**src/rtl/mem_arb_pkg.sv**
```systemverilog
// Shared constants and helpers for the memory arbiter and its round-robin pickers.
package mem_arb_pkg;

  localparam int MAX_REQ = 8;
  localparam int MAX_PTR_W = $clog2(MAX_REQ);

  // Width of a round-robin pointer for n requesters (at least one bit).
  function automatic int ptr_width(input int n);
    return (n < 2) ? 1 : $clog2(n);
  endfunction

  // Next pointer after granting idx: (idx + 1) mod n.
  function automatic int rr_next(input int idx, input int n);
    return (idx + 1 >= n) ? 0 : idx + 1;
  endfunction

endpackage

```
**src/rtl/mem_arbiter_rr_pick.sv**
```systemverilog
// Round-robin picker: first set request at or above the pointer, wrapping to 0.
module rr_pick
  import mem_arb_pkg::*;
#(
  parameter int NUM_REQ = 4,
  localparam int PTR_W = ptr_width(NUM_REQ)
) (
  input  logic [NUM_REQ-1:0] req,
  input  logic [PTR_W-1:0]   ptr,
  output logic [NUM_REQ-1:0] gnt,
  output logic [PTR_W-1:0]   idx,
  output logic               any
);

  int cand;

  // Walk the requesters starting at the pointer and keep the first one found.
  always_comb begin
    gnt  = '0;
    idx  = '0;
    any  = 1'b0;
    cand = 0;
    for (int k = 0; k < NUM_REQ; k++) begin
      cand = int'(ptr) + k;
      if (cand >= NUM_REQ) cand = cand - NUM_REQ;
      if (cand >= NUM_REQ) cand = cand - NUM_REQ;
      if (!any && req[cand]) begin
        any       = 1'b1;
        gnt[cand] = 1'b1;
        idx       = PTR_W'(cand);
      end
    end
  end

endmodule

```
**src/rtl/mem_arbiter.sv**
```systemverilog
// Round-robin arbiter sharing one simple dual-port RAM (one write port, one
// registered read port) among NUM_REQ requesters. Writes and reads are
// arbitrated independently; a read hitting the address written in the same
// cycle returns the new write data.
module mem_arbiter
  import mem_arb_pkg::*;
#(
  parameter int NUM_REQ    = 4,
  parameter int addr_width = 8,
  parameter int data_width = 8
) (
  input  logic                             clk,
  input  logic                             rst,
  input  logic [NUM_REQ-1:0]               req_valid,
  input  logic [NUM_REQ-1:0]               req_we,
  input  logic [NUM_REQ*addr_width-1:0]    req_addr,
  input  logic [NUM_REQ*data_width-1:0]    req_wdata,
  output logic [NUM_REQ-1:0]               req_gnt,
  output logic [NUM_REQ-1:0]               rsp_valid,
  output logic [data_width-1:0]            rsp_data,
  output logic [data_width-1:0]            ram_din,
  output logic                             ram_write_en,
  output logic [addr_width-1:0]            ram_waddr,
  output logic [addr_width-1:0]            ram_raddr,
  input  logic [data_width-1:0]            ram_dout
);

  localparam int PTR_W = ptr_width(NUM_REQ);

  logic [addr_width-1:0] addr_arr  [NUM_REQ];
  logic [data_width-1:0] wdata_arr [NUM_REQ];

  logic [NUM_REQ-1:0] wr_req, rd_req;
  logic [NUM_REQ-1:0] wr_gnt, rd_gnt;
  logic [PTR_W-1:0]   wr_idx, rd_idx;
  logic               wr_any, rd_any;
  logic               wr_fire, rd_fire;

  logic [PTR_W-1:0]      wr_ptr, rd_ptr;
  logic                  bypass_flag;
  logic [data_width-1:0] bypass_data;

  for (genvar g = 0; g < NUM_REQ; g++) begin : g_unpack
    assign addr_arr[g]  = req_addr[g*addr_width +: addr_width];
    assign wdata_arr[g] = req_wdata[g*data_width +: data_width];
  end

  assign wr_req = req_valid & req_we;
  assign rd_req = req_valid & ~req_we;

  rr_pick #(.NUM_REQ(NUM_REQ)) u_wr_pick (
    .req (wr_req),
    .ptr (wr_ptr),
    .gnt (wr_gnt),
    .idx (wr_idx),
    .any (wr_any)
  );

  rr_pick #(.NUM_REQ(NUM_REQ)) u_rd_pick (
    .req (rd_req),
    .ptr (rd_ptr),
    .gnt (rd_gnt),
    .idx (rd_idx),
    .any (rd_any)
  );

  assign wr_fire = wr_any & ~rst;
  assign rd_fire = rd_any & ~rst;

  // Drive grants and RAM pins; idle ports fall back to requester 0's fields.
  always_comb begin
    req_gnt      = rst ? '0 : (wr_gnt | rd_gnt);
    ram_write_en = wr_fire;
    ram_waddr    = wr_fire ? addr_arr[wr_idx]  : addr_arr[0];
    ram_din      = wr_fire ? wdata_arr[wr_idx] : wdata_arr[0];
    ram_raddr    = rd_fire ? addr_arr[rd_idx]  : addr_arr[0];
    rsp_data     = bypass_flag ? bypass_data : ram_dout;
  end

  // Advance pointers past each grant and register the read response and hazard bypass.
  always_ff @(posedge clk or posedge rst) begin
    if (rst) begin
      wr_ptr      <= '0;
      rd_ptr      <= '0;
      rsp_valid   <= '0;
      bypass_flag <= 1'b0;
      bypass_data <= '0;
    end else begin
      if (wr_fire) wr_ptr <= PTR_W'(rr_next(int'(wr_idx), NUM_REQ));
      if (rd_fire) rd_ptr <= PTR_W'(rr_next(int'(rd_idx), NUM_REQ));
      rsp_valid   <= rd_fire ? rd_gnt : '0;
      bypass_flag <= wr_fire & rd_fire & (ram_waddr == ram_raddr);
      bypass_data <= ram_din;
    end
  end

endmodule

```
**config.mk**
```make
export PLATFORM = sky130hd
export DESIGN_NAME = mem_arbiter
export DESIGN_NICKNAME = d
export VERILOG_FILES = /design/src/rtl/mem_arb_pkg.sv /design/src/rtl/mem_arbiter_rr_pick.sv /design/src/rtl/mem_arbiter.sv
export SDC_FILE = /design/constraint.sdc
export NUM_CORES = 1
export LEC_CHECK = 0
export CORE_MARGIN = 2
export CORE_UTILIZATION = 46
export DETAILED_ROUTE_END_ITERATION = 8
export PLACE_DENSITY = 0.88
export SKIP_LAST_GASP = 1
export SYNTH_ARGS = -nofsm -noshare
export SYNTH_HDL_FRONTEND = slang
export SYNTH_SLANG_ARGS = --single-unit
```
**constraint.sdc**
```tcl
create_clock -name clk -period 6.52 [get_ports clk]
set_input_delay 0.978 -clock clk [delete_from_list [all_inputs] [get_ports clk]]
set_output_delay 0.978 -clock clk [all_outputs]
set_load 0.01 [all_outputs]
```
# Word level (Yosys, flattened, before mapping)
# Cells that the tools add are included.
# W data, S select, Z words.
[totals] reg_bits=17 inputBits=82 output_inout_bits=41 elab_cells=200
[classes] addsub=24 n_lt_le_gt_ge=36 eq_ne=1 n_mux=97 n_bitwise=17 reduce_logical=20
[ops] op="$mux W32" n=16
[ops] op="$ge A32 B4 Y1 const B" n=14
[ops] op="$sub A32 B4 Y32 const B" n=14
[ops] op="$ge A32 B1 Y1 const B" n=8
[ops] op="$lt A32 B4 Y1 const B" n=8
[ops] op="$mux W8" n=10
[ops] op="$bmux W8 S2" n=3
[ops] op="$mux W4" n=10
[ops] op="$mux W1" n=32
[ops] op="$or A4 B4 Y4" n=7
[ops] op="$mux W2" n=10
[ops] op="$bmux W1 S2" n=8
[ops] op="$demux W1 S2" n=8
[ops] op="$logic_and A1 B1 Y1" n=14
[ops] op="$add A2 B1 Y3 const B" n=4
[ops] op="$add A2 B2 Y3 const B" n=4
[ops] op="$ge A3 B3 Y1 const B" n=4
[ops] op="$and A4 B4 Y4" n=2
[ops] op="$eq A8 B8 Y1" n=1
[ops] op="$sub A2 B3 Y4 const B" n=2
[ops] op="$ge A2 B3 Y1 const B" n=2
[ops] op="$logic_not A1 Y1" n=6
[ops] op="$not A2 Y3" n=2
[ops] op="$and A1 B1 Y1" n=4
[ops] op="other kinds (2)" n=2

# Longest topological paths before layout
[depth] word_depth=24 mapped_depth=13 ltp_nobuf=11

# By module
# From an unflattened synthesis, not the netlist that was laid out.
[unflattened] cells_unflattened=310 hier_area_um2=2742.6
[modules_own_cells] mod="mem_arbiter" instances=1 cells_each=214 area_each_um2=1821.7 seq_area_each_um2=425.4
[modules_own_cells] mod="rr_pick" instances=2 cells_each=48 area_each_um2=460.4 seq_area_each_um2=0.0

# Worst setup path before layout
# No wires, ideal clock.
[synth_timing] path_type="input -> output" startpoint="input req_valid[2]" endpoint="output ram_din[0]" arrival_ps=3150 setup_slack_ps=2392 cell_stages=10 n_path_buf=2 cell_sequence="buf_2 > nand2_1 > mux4_2 > a31o_2 > clkbuf_1 > nor2_2 > mux2i_1 > nor2_1 > a21oi_1 > o21ai_0"
[synth_between] elab_chain_len=19 elab_cells_between_ends=33 classes_between="mux (24); bitwise (3); reduce/logical (6)"
[synth_rtl] item="start, declared" line="mem_arbiter.sv:14" source="input logic [NUM_REQ-1:0] req_valid,"
[synth_rtl] item="$and A4 B4 Y4 *" line="mem_arbiter.sv:48" source="assign wr_req = req_valid & req_we;"
[synth_rtl] item="$bmux W1 S2" line="mem_arbiter_rr_pick.sv:27" source="if (!any && req[cand]) begin"
[synth_rtl] item="$mux W1 (implied by the code) (2 in series)" line="mem_arbiter_rr_pick.sv:27"
[synth_rtl] item="$mux W1" line="mem_arbiter_rr_pick.sv:27"
[synth_rtl] item="$logic_not A1 Y1" line="mem_arbiter_rr_pick.sv:27"
[synth_rtl] item="$logic_and A1 B1 Y1" line="mem_arbiter_rr_pick.sv:27"
[synth_rtl] item="$mux W1" line="mem_arbiter_rr_pick.sv:27"
[synth_rtl] item="$logic_not A1 Y1" line="mem_arbiter_rr_pick.sv:27"
[synth_rtl] item="$logic_and A1 B1 Y1" line="mem_arbiter_rr_pick.sv:27"
[synth_rtl] item="$mux W1" line="mem_arbiter_rr_pick.sv:27"
[synth_rtl] item="$logic_not A1 Y1" line="mem_arbiter_rr_pick.sv:27"
[synth_rtl] item="$logic_and A1 B1 Y1" line="mem_arbiter_rr_pick.sv:27"
[synth_rtl] item="$mux W2" line="mem_arbiter_rr_pick.sv:27"
[synth_rtl] item="$not A2 Y3 (implied by the code)" line="mem_arbiter.sv:75" source="ram_din = wr_fire ? wdata_arr[wr_idx] : wdata_arr[0];"
[synth_rtl] item="$bmux W8 S2" line="mem_arbiter.sv:75"
[synth_rtl] item="$mux W8 (implied by the code) (2 in series)" line="mem_arbiter.sv:75"
[synth_rtl] item="$mux W8 *" line="mem_arbiter.sv:75"
[synth_rtl] item="end, declared" line="mem_arbiter.sv:21" source="output logic [data_width-1:0] ram_din,"
# Every way passes the cells marked *; elsewhere a longest branch is shown, timed or not. The select of a mux whose other input is x is not followed.

# Worst setup path after layout
# Ends and elaborated chain as after synthesis.

==> flow_summary.toml <==
[clock_tree]
path_clk_slew_ns = 0.07
hold_buffers = 0
cts.sinks = 17
clk-insertion-delay-late_ns = 0.26
ctsRootBufferMaster = "clkbuf_8"
cts_max_level = 1
cts_resized = 0
cts_made_buffers = 3
post_cts_buffers = 0
cts_buffer_depth = 2
cts_tree = "yes"

[yosys]
syn-num-nets = 428
ys.flop_type = "dfrtp_1"
ys_seq_elements = 17
synth_area_mm2 = 0.00262
syn_area_per_cell_um2 = 7.95
synthCells = 330
postSynth.asyncResetShare_pct = 100
synth_cell_types = 61
ys_seq_area_share_pct = 16.2
yosysWarnings = 0
synth_edf_count = 0

[placement]
gp_congestion = 0.883
port_buffers = 122
placed_cells = 509
place_area_mm2 = 0.00388
dp_hpwl_um = 7430

[floorplanning]
core_mm2 = 0.00551
rows = 27
chipHeight_um = 79.5
dieArea_mm2 = 0.00632
die_w_um = 79.5
initial_core_util_pct = 47.6
io_pins = 123

[cells_and_area]
post-route-util_pct = 71.3
final_common_cell = "clkdlybuf4s50_1"
fin_cells = 513
nets = 540
final_cell_area_mm2 = 0.00392
antenna_cells = 0
syn_to_final_growth_pct = 49.5
drive_gt1_share_pct = 8.39
mostFrequentLayoutCells = "clkdlybuf4s50_1, nand2_1, o21ai_0, nor2_1"

[grt]
grt_start_max_net_pins = 23
antenna_found_initial = 0
grt_pass1_vias = 3067
overflow = 0
grt_pass1_wl_um = 14900
grt_usage_pct = 29.3

[sta]
max_slew_margin_pct = 51.8
skew_ns = 0.00247
setup_viol = 0
fin_crit_sh_pct = 87.2
max_clock_freq_mhz = 176
rsz0062_at_grt = "no"
drv_slew = 0
worst_slew_pin_slew_ns = 0.717
period_needed_ns = 5.69
fin_hold_ws_ns = 0.702
hold_viol_final = 0
setup-tns-final_ns = 0

[worst_hold_path]
worst_hold_path_type = "register to register"

[outcome]
status = "complete, no violations"

[drt]
drcViolationCount = 0
drtAntennaViolNets = 0
wl_per_cell_um = 18.4
drt-total-wl_um = 9430
drtIter0Drc = 315
dr_total_vias = 3202
viasPerCell = 6.24
firstDrtPassIters = 7

[setup_path]
critPathMaxFanout = 9
cp-end-kind = "output pin"
worstPathRequired_ns = 5.54
critPathKind = "input pin to output pin"
cp-start-kind = "input pin"
arrival_ns = 4.71

[flow_run]
maxCapViolCount = 0

[pwr]
ir_drop_v = 0.000233
power_density_mw_per_mm2 = 350
leakagePower_nw = 1.55
critical path, stage by stage:
cell             delay (ns)
clkdlybuf4s50_1        0.66
nand2_1                0.12
mux4_2                 0.54
a31oi_2                0.48
nand2_1                0.28
nor2_1                 0.57
a21oi_1                0.15
o21ai_0                0.32
clkdlybuf4s50_1        0.60
layer usage:
layer	routed length, um	vias to the layer above	GRT usage [%]
li1	-	1495	-
met1	3570	1508	34.9
met2	4680	176	52.3
met3	917	23	4.75
met4	260	0	11.0
met5	0	-	0
synth_stat cells (all sizes together) (2+ instances only):
cell type	n	share of area, %
nand2	25	3.6
nor2	22	3.2
o21ai	22	4.2
dfrtp	17	16
nand3	17	3.2
ha	16	7.6
inv	16	2.3
nor3	14	2.7
mux2	13	5.7
mux2i	13	5.0
a21oi	12	2.7
a31oi	12	3.1
and2	12	2.9
a221oi	10	3.6
clkbuf	10	1.4
o211ai	8	2.3
buf	7	1.3
a22o	6	2.3
o41ai	6	2.0
or3	6	1.4
xnor2	6	2.0
nand2b	5	1.5
nor2b	5	1.5
a222oi	4	1.5
mux4	4	3.4
nor4	4	1.2
o221a	4	1.7
a221o	3	1.1
a22oi	3	0.86
and3	3	0.72
nand3b	3	0.86
a21o	2	0.57
a311oi	2	0.67
nor3b	2	0.57
o22ai	2	0.48
o31ai	2	0.57
xor2	2	0.67
area by class of cell:
cell class / count / area [um^2]
Timing Repair Buffer: 124 / 1240
Clock buffer: 3 / 41.3
Sequential cell: 17 / 425
Multi-Input combinational cell: 280 / 2070
Clock inverter: 1 / 5.00
Inverter: 16 / 60.1
Fill cell: 442 / 1580
Tap cell: 72 / 90.1
power breakdown:
part,switching (W),total (W),internal (W)
combinational,0.000590,0.00109,0.000500
clock,0.0000409,0.0000834,0.0000426
sequential,0.0000611,0.000199,0.000138
registers in the layout, summed over array words and instances, names as in the netlist:
name,count
wr_ptr,2
bypass_data,8
rsp_valid,4
bypass_flag,1
rd_ptr,2
path summary, 6_finish.rpt:
kind	endpoint	slack, ns	start	cells after the start
max	ram_din[0]	0.83	req_valid[2]	9
min in group asynchronous	bypass_data[5]$_DFF_PP0_	1.42	rst	2
min	rd_ptr[1]$_DFFE_PP0N_	0.70	rd_ptr[1]$_DFFE_PP0N_	2
max in group asynchronous	bypass_data[0]$_DFF_PP0_	4.67	rst	2
min reg2reg	rd_ptr[1]$_DFFE_PP0N_	0.70	rd_ptr[1]$_DFFE_PP0N_	2
max reg2reg	bypass_flag$_DFF_PP0_	2.32	rd_ptr[0]$_DFFE_PP0N_	11
kinds of logic (layout without fill, tap and decap cells):
kind of cell	Yosys count	in the layout	share of synthesized area, %
AND/OR/NAND/NOR	121	121	24.2
AO/OA/AOI/OAI	105	105	30.1
buffers and inverters	33	144	5.05
multiplexers	30	30	14.1
flip-flops	17	17	16.2
adder cells (fa/ha/maj)	16	16	7.63
XOR/XNOR	8	8	2.67
through the flow:
stage	total power, W	setup slack (ns)
CTS	0.00136	0.873
global route	0.00147	0.576
global placement	0.00125	0.983
finish	0.00137	0.833
detailed placement	0.00127	0.867
floorplan	0.000900	2.39
Power figures use the tool's default switching activity.
